--- src/rtl/xfer_arbiter.sv ---
// Round-robin arbiter that shares one data transfer engine among NUM_REQ requesters.
// FSM: IDLE -> GRANT -> BUSY -> COMPLETE -> IDLE. All outputs are registered.
// Optional BUSY timeout with engine abort, enabled by defining XFER_ARB_TIMEOUT_EN.
module xfer_arbiter #(
  parameter int unsigned NUM_REQ        = 4,
  parameter int unsigned ADDR_WIDTH     = 16,
  parameter int unsigned TIMEOUT_CYCLES = 64
) (
  input  logic                          clk_i,
  input  logic                          resetn_i,
  input  logic [NUM_REQ-1:0]            req_i,
  input  logic [NUM_REQ*ADDR_WIDTH-1:0] src_address_i,
  input  logic [NUM_REQ*ADDR_WIDTH-1:0] dst_address_i,
  output logic [NUM_REQ-1:0]            gnt_o,
  output logic [NUM_REQ-1:0]            done_o,
  output logic [NUM_REQ-1:0]            error_o,
  output logic                          busy_o,
  output logic                          eng_start_o,
  output logic [ADDR_WIDTH-1:0]         eng_src_address_o,
  output logic [ADDR_WIDTH-1:0]         eng_dst_address_o,
  output logic                          eng_abort_o,
  input  logic                          eng_done_i,
  input  logic                          eng_error_i
);

  localparam int unsigned IdxW = $clog2(NUM_REQ);

  typedef enum logic [1:0] {StIdle, StGrant, StBusy, StComplete} state_e;

  state_e                r_state, w_state_next;
  logic                  r_armed;
  logic [IdxW-1:0]       r_ptr, r_idx, w_win;
  logic [IdxW:0]         w_sum;
  logic                  w_any_req;
  logic                  w_timeout;
  logic [NUM_REQ-1:0]    w_win_oh, w_idx_oh;

  logic [NUM_REQ-1:0]    r_gnt, r_done, r_err;
  logic                  r_busy, r_start, r_abort;
  logic [ADDR_WIDTH-1:0] r_src, r_dst;

  logic [NUM_REQ-1:0]    w_gnt_d, w_done_d, w_err_d;
  logic                  w_busy_d, w_start_d, w_abort_d;

  // Round-robin search: first requester at or after r_ptr, wrapping to 0.
  always_comb begin
    w_win     = r_ptr;
    w_any_req = 1'b0;
    w_sum     = '0;
    for (int unsigned i = 0; i < NUM_REQ; i++) begin
      w_sum = {1'b0, r_ptr} + (IdxW+1)'(i);
      if (w_sum >= (IdxW+1)'(NUM_REQ)) w_sum = w_sum - (IdxW+1)'(NUM_REQ);
      if (!w_any_req && req_i[w_sum[IdxW-1:0]]) begin
        w_any_req = 1'b1;
        w_win     = w_sum[IdxW-1:0];
      end
    end
  end

  assign w_win_oh = NUM_REQ'(1) << w_win;
  assign w_idx_oh = NUM_REQ'(1) << r_idx;

`ifdef XFER_ARB_TIMEOUT_EN
  localparam int unsigned CntW = $clog2(TIMEOUT_CYCLES + 1);
  logic [CntW-1:0] r_busy_cnt;

  // Count elapsed BUSY cycles; cleared on the GRANT->BUSY edge.
  always_ff @(posedge clk_i or negedge resetn_i) begin
    if (!resetn_i) begin
      r_busy_cnt <= '0;
    end else if (r_state == StGrant) begin
      r_busy_cnt <= '0;
    end else if (r_state == StBusy) begin
      r_busy_cnt <= r_busy_cnt + CntW'(1);
    end
  end

  assign w_timeout = (r_state == StBusy) && (r_busy_cnt == CntW'(TIMEOUT_CYCLES - 1));
`else
  logic w_unused_timeout;
  assign w_timeout        = 1'b0;
  assign w_unused_timeout = ^TIMEOUT_CYCLES;
`endif

  // State register; r_armed blocks arbitration on the first edge after reset release.
  always_ff @(posedge clk_i or negedge resetn_i) begin
    if (!resetn_i) begin
      r_state <= StIdle;
      r_armed <= 1'b0;
    end else begin
      r_state <= w_state_next;
      r_armed <= 1'b1;
    end
  end

  // Next-state logic.
  always_comb begin
    w_state_next = r_state;
    case (r_state)
      StIdle:     if (r_armed && w_any_req) w_state_next = StGrant;
      StGrant:    w_state_next = StBusy;
      StBusy:     if (eng_done_i || w_timeout) w_state_next = StComplete;
      StComplete: w_state_next = StIdle;
      default:    w_state_next = StIdle;
    endcase
  end

  // Output next values, keyed on the state being entered so outputs can be registered.
  always_comb begin
    w_gnt_d   = '0;
    w_done_d  = '0;
    w_err_d   = '0;
    w_start_d = 1'b0;
    w_abort_d = 1'b0;
    w_busy_d  = (w_state_next != StIdle);
    case (w_state_next)
      StGrant: begin
        w_gnt_d   = w_win_oh;
        w_start_d = 1'b1;
      end
      StBusy:  w_gnt_d = r_gnt;
      StComplete: begin
        w_done_d = w_idx_oh;
        // eng_done_i wins over a same-cycle timeout.
        if (!eng_done_i || eng_error_i) w_err_d = w_idx_oh;
        w_abort_d = !eng_done_i;
      end
      default: ;
    endcase
  end

  // Output registers, winner/address capture and priority pointer update.
  always_ff @(posedge clk_i or negedge resetn_i) begin
    if (!resetn_i) begin
      r_gnt   <= '0;
      r_done  <= '0;
      r_err   <= '0;
      r_busy  <= 1'b0;
      r_start <= 1'b0;
      r_abort <= 1'b0;
      r_src   <= '0;
      r_dst   <= '0;
      r_idx   <= '0;
      r_ptr   <= '0;
    end else begin
      r_gnt   <= w_gnt_d;
      r_done  <= w_done_d;
      r_err   <= w_err_d;
      r_busy  <= w_busy_d;
      r_start <= w_start_d;
      r_abort <= w_abort_d;
      if (r_state == StIdle && w_state_next == StGrant) begin
        r_idx <= w_win;
        r_src <= src_address_i[w_win*ADDR_WIDTH +: ADDR_WIDTH];
        r_dst <= dst_address_i[w_win*ADDR_WIDTH +: ADDR_WIDTH];
      end
      if (r_state == StBusy && w_state_next == StComplete) begin
        r_ptr <= (r_idx == IdxW'(NUM_REQ - 1)) ? '0 : r_idx + IdxW'(1);
      end
    end
  end

  assign gnt_o             = r_gnt;
  assign done_o            = r_done;
  assign error_o           = r_err;
  assign busy_o            = r_busy;
  assign eng_start_o       = r_start;
  assign eng_abort_o       = r_abort;
  assign eng_src_address_o = r_src;
  assign eng_dst_address_o = r_dst;

endmodule

--- config.mk ---
export PLATFORM = sky130hd
export DESIGN_NAME = xfer_arbiter
export DESIGN_NICKNAME = d
export VERILOG_FILES = /design/src/rtl/xfer_arbiter.sv
export SDC_FILE = /design/constraint.sdc
export NUM_CORES = 1
export LEC_CHECK = 0
export ABC_AREA = 1
export BUFFER_PORTS_ARGS = -buffer_cell sky130_fd_sc_hd__buf_2
export CAP_MARGIN = 20
export CORE_MARGIN = 2
export CORE_UTILIZATION = 43
export DETAILED_ROUTE_END_ITERATION = 10
export PLACE_DENSITY = 0.78
export SYNTH_ARGS = -nofsm -noshare
export SYNTH_HDL_FRONTEND = slang
export SYNTH_SLANG_ARGS = --single-unit
export TNS_END_PERCENT = 100
--- constraint.sdc ---
create_clock -name clk_i -period 1.9 [get_ports clk_i]
set_clock_uncertainty 0.1 [all_clocks]
set_input_delay 0.095 -clock clk_i [delete_from_list [all_inputs] [get_ports clk_i]]
set_output_delay 0.095 -clock clk_i [all_outputs]
set_load 0.005 [all_outputs]
Yosys cells after proc, flatten, opt, wreduce, memory -nomap -nowiden
Index checks and enable logic that the tools add are counted.
- add/subtract/negate cells: 8
- reduce and logical (&&, ||, !) cells: 13
- equality and inequality tests: 7
- multiplexer cells: 30
- shift operators: 4
- order comparisons: 8
- operators by type and width (kind ; count):
    64-bit by 7-bit indexed part select with 16-bit output ; 2
    2-bit two-way mux ; 11
    2-bit by 3-bit < comparator with 1-bit output, second input constant ; 4
    4-bit two-way mux ; 3
    2-bit == test, second input constant ; 5
    1-bit two-way mux ; 10
    3-bit greater-or-equal comparator, second input constant ; 3
    1-bit binary-select mux with 2-bit select ; 4
    2-bit one-hot mux with 4 select lines ; 1
    4-bit one-hot mux with 2 select lines ; 1
    1-bit by 2-bit left shift with 4-bit output, first input constant ; 2
    2-bit by 1-bit subtractor with 2-bit output, second input constant ; 4
    2-bit by 2-bit adder with 3-bit output, second input constant ; 2
    1-bit logical AND ; 6
    2-bit by 1-bit == test with 1-bit output, second input constant ; 2
    1-bit zero test ; 4
    2-bit by 1-bit adder with 3-bit output, second input constant ; 1
    2-bit by 3-bit greater-or-equal comparator with 1-bit output, second input constant ; 1
    2-bit by 1-bit adder with 2-bit output, second input constant ; 1
    2-bit zero test ; 1
    2-bit nonzero test ; 1
    1-bit logical OR ; 1
- flip-flop bits (word level): 54
- output and inout bits: 47
- word-level logic and storage cells: 82
- input port bits: 136

Logic depth before layout (Yosys ltp)
Gate-level depths: netlist (run 1).
- depth after elaboration: 19
- gate-level depth with buffers: 19

Worst setup path after synthesis (run 1)
No wires, ideal clock.
- kind: register -> register
- start: register r_ptr[1]
- end: register r_dst[10] (netlist: eng_dst_address_o[10])
- cell stages (with the launch flop): 18
- data arrival time: 1.698 ns
- required time: 1.683 ns
- buffers on the path: 3
- clock period less this slack: 1.915 ns
- setup slack: -0.015 ns
- path through: dfrtp_1 > buf_4 > inv_4 > nand2_1 > nand2_1 > nand2_1 > nand2_2 > nand4_2 > nand2_2 > nand2_2 > buf_6 > buf_6 > nand2_1 > nand2_1 > nand2_1 > nand2_1 > nand2_1 > nand2_1
- longest elaborated chain between the ends: 19
- RTL lines (item ; line ; RTL):
    start, declared ; 32 ; logic [IdxW-1:0] r_ptr, r_idx, w_win;
    start signal, assigned ; 158 ; r_ptr <= (r_idx == IdxW'(NUM_REQ - 1)) ? '0 : r_idx + IdxW'(1);
    branches (longest 19 deep; another with 2-bit by 1-bit adder with 3-bit output) ; n/a ;
    end signal, assigned ; 155 ; r_dst <= dst_address_i[w_win*ADDR_WIDTH +: ADDR_WIDTH];
    end, declared ; 40 ; logic [ADDR_WIDTH-1:0] r_src, r_dst;
Several ways; the timed one is not identified. The select of a mux whose other input is x is not followed.
A chain may end at the register's enable or synchronous reset.

Worst setup path after layout (run 1)
- start: register r_ptr[0]
- end: register r_src[10] (netlist: eng_src_address_o[10])
- longest elaborated chain between the ends: 19
- RTL lines (item ; line ; RTL):
    branches (longest 19 deep; another with 2-bit by 1-bit adder with 3-bit output) ; n/a ;
    end signal, assigned ; 154 ; r_src <= src_address_i[w_win*ADDR_WIDTH +: ADDR_WIDTH];
    end, declared ; 40 ;
Several ways; the timed one is not identified. The select of a mux whose other input is x is not followed.

==> run_results.csv, run 1 <==
group,metric,value,unit
synth,ys_types,23,
placed_design,numPortBuffers,182,
worst_setup_path,slowest_stage,"dfrtp_2",
routing,drt-total-wl,15.06,mm
worst_setup_path,required,2.06,ns
floorplanning,start_util,44.18,%
routing,drt-wirelength-per-cell,15.84,µm
routing,detail_route.first_pass.iterations,5,
synth,ys_seq_area_share,35.08,%
clock_network,cts_max_level,2,
sta,hold_viol,0,
sta,grt_setup_unrepaired,"yes",
routing,dr.first_iter.drc_count,257,
routing,vias,4960,
outcome,status,"finished with violations",
floorplanning,die_w,98.65,µm
layout,final_common_cell,"nand2_1",
worst_setup_path,start_kind,"flip-flop",
power_and_ir_drop,power,13.25,mW
worst_setup_path,cpMostUsedCell,"nand2_1",
synth,synth.area.top_cells,"nand2_1 (37%), dfrtp_1 (35%), nand3_1 (11%), buf_2 (2.5%), ha_1 (2.3%)",
worst_hold_path,hold_path.class,"input port to flip-flop",
floorplanning,io_pins,183,
sta,setup_tns,-12.69,ns
worst_setup_path,cp-end-kind,"flip-flop",
outcome,violations,"setup timing",
synth,syn_inst,620,
layout,nets,985,
synth,syn_area,3852,µm²
placed_design,hpwl,8.888,mm
power_and_ir_drop,cellLeakagePower,3.616,nW
worst_setup_path,critPathMaxFanout,15,
routing,drc,0,
synth,synth_nets,763,
sta,fmax,0.4359,GHz
synth,ys_ff_latch,54,
synth,synth_area_per_cell,6.214,µm²
power_and_ir_drop,powerDensity,2221,nW/µm²
synth,synth_top_area_cell,"nand2_1",
routing,antenna_left,0,
clock_network,clock_sinks,54,
sta,finalCriticalPeriod,2.294,ns
worst_setup_path,cp_cell_sequence,"clkinvlp_4 -> buf_4 -> nand2_1 -> nand3_1 -> nand2_2 -> nor2_4 -> buf_6 -> nand4_4 -> nand2_8 -> clkbuf_16 -> nand2_1 -> nand2_1 -> nand2_1 -> nand2_1 -> nand2_1 -> nand2_1",
layout,fin_cells,951,
sta,layout_setup_ws,-0.3940,ns
sta,max-slew-margin-rel,66.18,%
placed_design,pre_cts_ws,-0.3986,ns
floorplanning,core-area,8721,µm²
power_and_ir_drop,ir_worst_vdd,0.001034,V
sta,period_share,120.7,%
clock_network,cts-root-buf,"clkbuf_8",
sta,finalMaxSlewViolations,0,
global_routing,grt_max_degree,65,
routing,routed_via_density,5.216,
sta,hold_slack,0.03081,ns
clock_network,cts.clk_slew.worst_paths,0.11,ns
synth,synth_top_area_share,37.22,%
layout,fill_cells,779,
worst_setup_path,max_stage_delay,0.49,ns
layout,area_growth,54.89,%
clock_network,cts_tree,"built",
global_routing,grt_overflow,0,
worst_setup_path,worst-setup-path-type,"flip-flop to flip-flop",
floorplanning,chipHeight,98.65,µm
global_routing,grt_use_total,25.40,%
layout,n_antenna_cell,0,
floorplanning,num_rows,34,
job,max_cap_viol_count,0,
clock_network,cts_buffers,5,
clock_network,clk_latency,0.32,ns
sta,tightest_slew,0.5073,ns
placed_design,gp_congestion,0.8548,
layout,finish.instance_area,5967,µm²
layout,drive_above_1_share,39.86,%
layout,finish.utilization,68.42,%
global_routing,antenna_found_initial,0,
sta,setup_violations,49,
synth,ys_warn_count,0,
layout,final_cell_mix,"nand2_1 (340), buf_2 (182), nand3_1 (76)",
worst_setup_path,worstPathArrival,2.45,ns
global_routing,grt_pass1_vias,4294,
placed_design,dpl_cell_area,5050,µm²
global_routing,grt_pass1_wl,20.23,mm
placed_design,dp_cells,910,
floorplanning,die-area,9732,µm²
clock_network,cts_buffer_depth,2,
[final timing paths]
path                            depth (start not counted)  slack (ns)                  from                     to
worst max-delay path                                   16       -0.39              r_ptr[0]  eng_src_address_o[10]
worst min-delay path                                    3        0.03           eng_error_i             error_o[0]
max in group asynchronous                               3        0.96              resetn_i   eng_dst_address_o[2]
worst min register to register                          2        0.39  eng_dst_address_o[6]   eng_dst_address_o[6]
worst max register to register                         16       -0.39              r_ptr[0]  eng_src_address_o[10]
min in group asynchronous                               2        0.16              resetn_i  eng_dst_address_o[11]
[power breakdown]
group          leakage (nW)  switching [mW]  internal, mW
clock network        0.0447           0.427         0.268
registers             0.696           0.269          1.59
logic                  2.88            6.02          4.68
total                  3.62            6.71          6.54
[repair_timing]
action | CTS | global route
endpoints found under the setup margin | 42 | 51
cloned | 2 | 14
hold buffers | 2 | 0
buffers inserted | 7 | 8
gates resized for setup | 14 | 76
endpoints found under the hold margin | 20 | 0
pin swaps | 2 | 22
[Yosys cell counts]
| library cell | n |
|---|---|
| nand3_1 | 81 |
| inv_1 | 18 |
| ha_1 | 7 |
| buf_4 | 10 |
| nand3_4 | 1 |
| conb_1 | 1 |
| o21ai_1 | 5 |
| inv_4 | 1 |
| nand2_2 | 9 |
| clkinv_1 | 1 |
| nand3_2 | 1 |
| inv_2 | 4 |
| nand2_1 | 382 |
| nor3_1 | 4 |
| buf_6 | 6 |
| nor2_4 | 2 |
| dfrtp_1 | 54 |
| nand4_2 | 2 |
| nor2_2 | 1 |
| buf_2 | 19 |
| nor2_1 | 8 |
| nand2_4 | 2 |
| o21ai_0 | 1 |
[cell families (layout without fill, tap and decap cells)]
| family | count (synthesis) | count (layout) | share of synthesized area (%) |
|---|---|---|---|
| compound gates | 6 | 6 | 0.7792 |
| fa+ha+maj | 7 | 7 | 2.273 |
| buf+inv | 59 | 281 | 8.574 |
| flops | 54 | 54 | 35.08 |
| other cells | 1 | 1 | 0.09734 |
| simple gates | 493 | 494 | 53.20 |
[state kept, by name, indices dropped and copies added, names as in the netlist]
| name | count |
|---|---|
| r_armed | 1 |
| eng_start_o | 1 |
| r_idx | 2 |
| eng_dst_address_o | 16 |
| eng_abort_o | 1 |
| gnt_o | 4 |
| r_state | 2 |
| error_o | 4 |
| r_ptr | 2 |
| done_o | 4 |
| busy_o | 1 |
| eng_src_address_o | 16 |
[layer usage]
layer	share of wire (%)	GRT usage, %
met1	40	35.24
met3	8.4	2.837
met2	48	42.96
met4	3.4	5.796
met5	0	0
[worst max-delay path: cells and delay by family, from the launching register on]
kind	cells	cell delay, ns
flops	1	0.49
simple gates	12	1.08
buf+inv	4	0.55
[layout make-up]
| type | count | area (µm²) | area share [%] |
|---|---|---|---|
| Inverter | 24 | 100.1 | 1.678 |
| Timing Repair Buffer | 248 | 1810 | 30.34 |
| Tap cell | 108 | 135.1 | 2.265 |
| Timing Repair inverter | 1 | 7.507 | 0.1258 |
| Multi-Input combinational cell | 508 | 2466 | 41.33 |
| Sequential cell | 54 | 1354 | 22.69 |
| Clock inverter | 3 | 25.02 | 0.4194 |
| Clock buffer | 5 | 68.82 | 1.153 |
(Power assumes the default switching activity.)
==> inputs of run 2 (changes only) <==
--- a/config.mk
+++ b/config.mk
@@ -9,9 +9,9 @@
 export BUFFER_PORTS_ARGS = -buffer_cell sky130_fd_sc_hd__buf_2
 export CAP_MARGIN = 20
 export CORE_MARGIN = 2
-export CORE_UTILIZATION = 43
+export CORE_UTILIZATION = 51
 export DETAILED_ROUTE_END_ITERATION = 10
-export PLACE_DENSITY = 0.78
+export PLACE_DENSITY = 0.87
 export SYNTH_ARGS = -nofsm -noshare
 export SYNTH_HDL_FRONTEND = slang
 export SYNTH_SLANG_ARGS = --single-unit
==> constraint.sdc (replaced) <==
create_clock -name clk_i -period 2.8 [get_ports clk_i]
set_clock_uncertainty 0.1 [all_clocks]
set_input_delay 0.14 -clock clk_i [delete_from_list [all_inputs] [get_ports clk_i]]
set_output_delay 0.14 -clock clk_i [all_outputs]
set_load 0.005 [all_outputs]
==> run 2 against run 1 <==
  * The run now ends clean
  * Clock power down 38%
  * Hold slack improved by 0.070 ns
  * Wire length shrank 27%
  * Maximum frequency shrank 7.3%
  * Sequential power decreased by 32%
  * Highest routed layer unchanged
  * Setup slack gained 0.72 ns
  * Critical path depth is 2 lower
  * Non-clock buffer count is 53 lower
==> run_results.csv, run 2 (synthesis gave the netlist of run 1 again) <==
group,metric,value,unit
routing,routed_via_density,5.034,
clock_network,postCtsSetupBuffers,0,
sta,period_share,88.42,%
routing,wl_met3,590,µm
routing,dr_wl_met2,5.572,mm
worst_hold_path,whs_path_depth,3,
clock_network,cts_buffer_depth,2,
sta,tightest_slew,0.5471,ns
power_and_ir_drop,cellLeakagePower,3.130,nW
sta,max-slew-margin-rel,63.53,%
clock_network,ctsResizeCount,0,
worst_setup_path,reg2reg_depth,14,
clock_network,cts_max_level,2,
layout,fin_cells,887,
sta,setup_violations,0,
sta,hold_viol,0,
global_routing,grt_max_degree,65,
layout,n_antenna_cell,0,
worst_setup_path,r2r_end,"eng_src_address_o[12]",
job,max_cap_viol_count,0,
power_and_ir_drop,powerDensity,1262,nW/µm²
worst_setup_path,slowest_stage,"dfrtp_1",
worst_setup_path,required,2.94,ns
power_and_ir_drop,ir_worst_vdd,0.0008026,V
global_routing,grt_use_total,26.80,%
sta,grt_setup_unrepaired,"no",
clock_network,cts_hold_buf,2,
clock_network,clk_latency,0.30,ns
floorplanning,chipHeight,90.91,µm
worst_setup_path,worst-setup-path-type,"flip-flop to flip-flop",
floorplanning,die_w,90.91,µm
worst_setup_path,max_stage_delay,0.49,ns
floorplanning,core-area,7292,µm²
power_and_ir_drop,power,6.176,mW
worst_setup_path,cp_cell_sequence,"inv_2 -> nand2_1 -> nand2_1 -> nand2_1 -> nand2_2 -> nand4_2 -> nand2_2 -> buf_4 -> nand3_1 -> nand2_1 -> nand2_1 -> nand2_1 -> nand2_1 -> nand2_1",
worst_setup_path,rrSetupSlack,0.32,ns
layout,drive_above_1_share,28.43,%
routing,dr.first_iter.drc_count,184,
placed_design,gp_congestion,0.9040,
worst_setup_path,cpMostUsedCell,"nand2_1",
floorplanning,io_pins,183,
layout,area_growth,26.99,%
global_routing,grt_pass1_wl,18.53,mm
worst_hold_path,hp-start,"eng_error_i",
layout,final_common_cell,"nand2_1",
layout,final_cell_mix,"nand2_1 (382), buf_2 (182), nand3_1 (81)",
placed_design,numPortBuffers,182,
global_routing,grt_pass1_vias,4091,
sta,finalCriticalPeriod,2.476,ns
layout,nets,930,
worst_setup_path,critPathMaxFanout,49,
worst_setup_path,start_kind,"flip-flop",
routing,drt-wirelength-per-cell,12.48,µm
clock_network,cts_buffers,5,
worst_setup_path,cp-end-kind,"flip-flop",
sta,setup_tns,0,ns
routing,vias,4465,
floorplanning,start_util,52.83,%
routing,wl_met1,4.705,mm
global_routing,antenna_found_initial,0,
routing,drc,0,
clock_network,cts-root-buf,"clkbuf_8",
global_routing,grt_overflow,0,
routing,routed.top_layer,"met4",
worst_setup_path,timing.rr.start,"r_ptr[0]",
placed_design,hpwl,8.236,mm
floorplanning,num_rows,31,
worst_hold_path,whs_endpoint,"error_o[3]",
worst_setup_path,worstPathArrival,2.62,ns
sta,finalMaxSlewViolations,0,
worst_setup_path,crit_start,"r_ptr[0]",
worst_hold_path,hold_path.class,"input port to flip-flop",
clock_network,clock_sinks,54,
clock_network,cts_tree,"built",
outcome,status,"finished, final reports clean",
routing,detail_route.first_pass.iterations,4,
clock_network,cts.clk_slew.worst_paths,0.10,ns
floorplanning,die-area,8265,µm²
routing,drt-total-wl,11.07,mm
placed_design,dp_cells,877,
sta,fmax,0.4039,GHz
routing,antenna_left,0,
==> run 2: per-layer routing <==
metal | GRT usage [%] | vias up
li1 | - | 2240
met1 | 35.42 | 2043
met2 | 46.46 | 161
met3 | 2.922 | 21
met4 | 7.955 | 0
met5 | 0 | -
==> run 2: final cells by class <==
type,count,area [µm²]
sequential,54,1351
clock buffer,5,68.82
inverter,24,92.59
multi-input combinational,507,2171
fill,702,2400
tap,99,123.9
timing repair buffer,195,1064
clock inverter,3,21.27
==> run 2: critical path: cells and delay by family, from the launching register on <==
family	cells	cell delay (ns)
buf+inv	2	0.60
flops	1	0.49
simple gates	12	1.24
==> run 2: worst max path at each step <==
| stage | cells past startpoint | to |
|---|---|---|
| 5_1_grt | 15 | eng_src_address_o[12] |
| 2_1_floorplan | 17 | eng_dst_address_o[10] |
| 3_5_place_dp | 14 | eng_src_address_o[12] |
| 4_1_cts | 14 | eng_src_address_o[12] |
| 3_3_place_gp | 15 | eng_dst_address_o[7] |
| 6_report | 14 | eng_src_address_o[12] |
==> run 2: metrics by stage <==
step	setup slack [ns]	hold slack (ns)	util (%)	instance area (µm²)
finish	0.3243	0.1008	67.09	4892
global route	0.1297	0.1268	67.09	4892
CTS	0.3301	0.09711	67.09	4892
detailed placement	0.3458	0.05516	65.58	4782
global placement	0.4427	0.04625	65.58	4782
floorplan	0.8850	-0.2556	-	3852
==> run 2: power breakdown <==
part,internal (mW),leakage (nW),total (mW),switching [mW]
Combinational,1.58,2.39,4.48,2.91
Sequential,1.08,0.698,1.26,0.184
Clock,0.176,0.0441,0.433,0.257
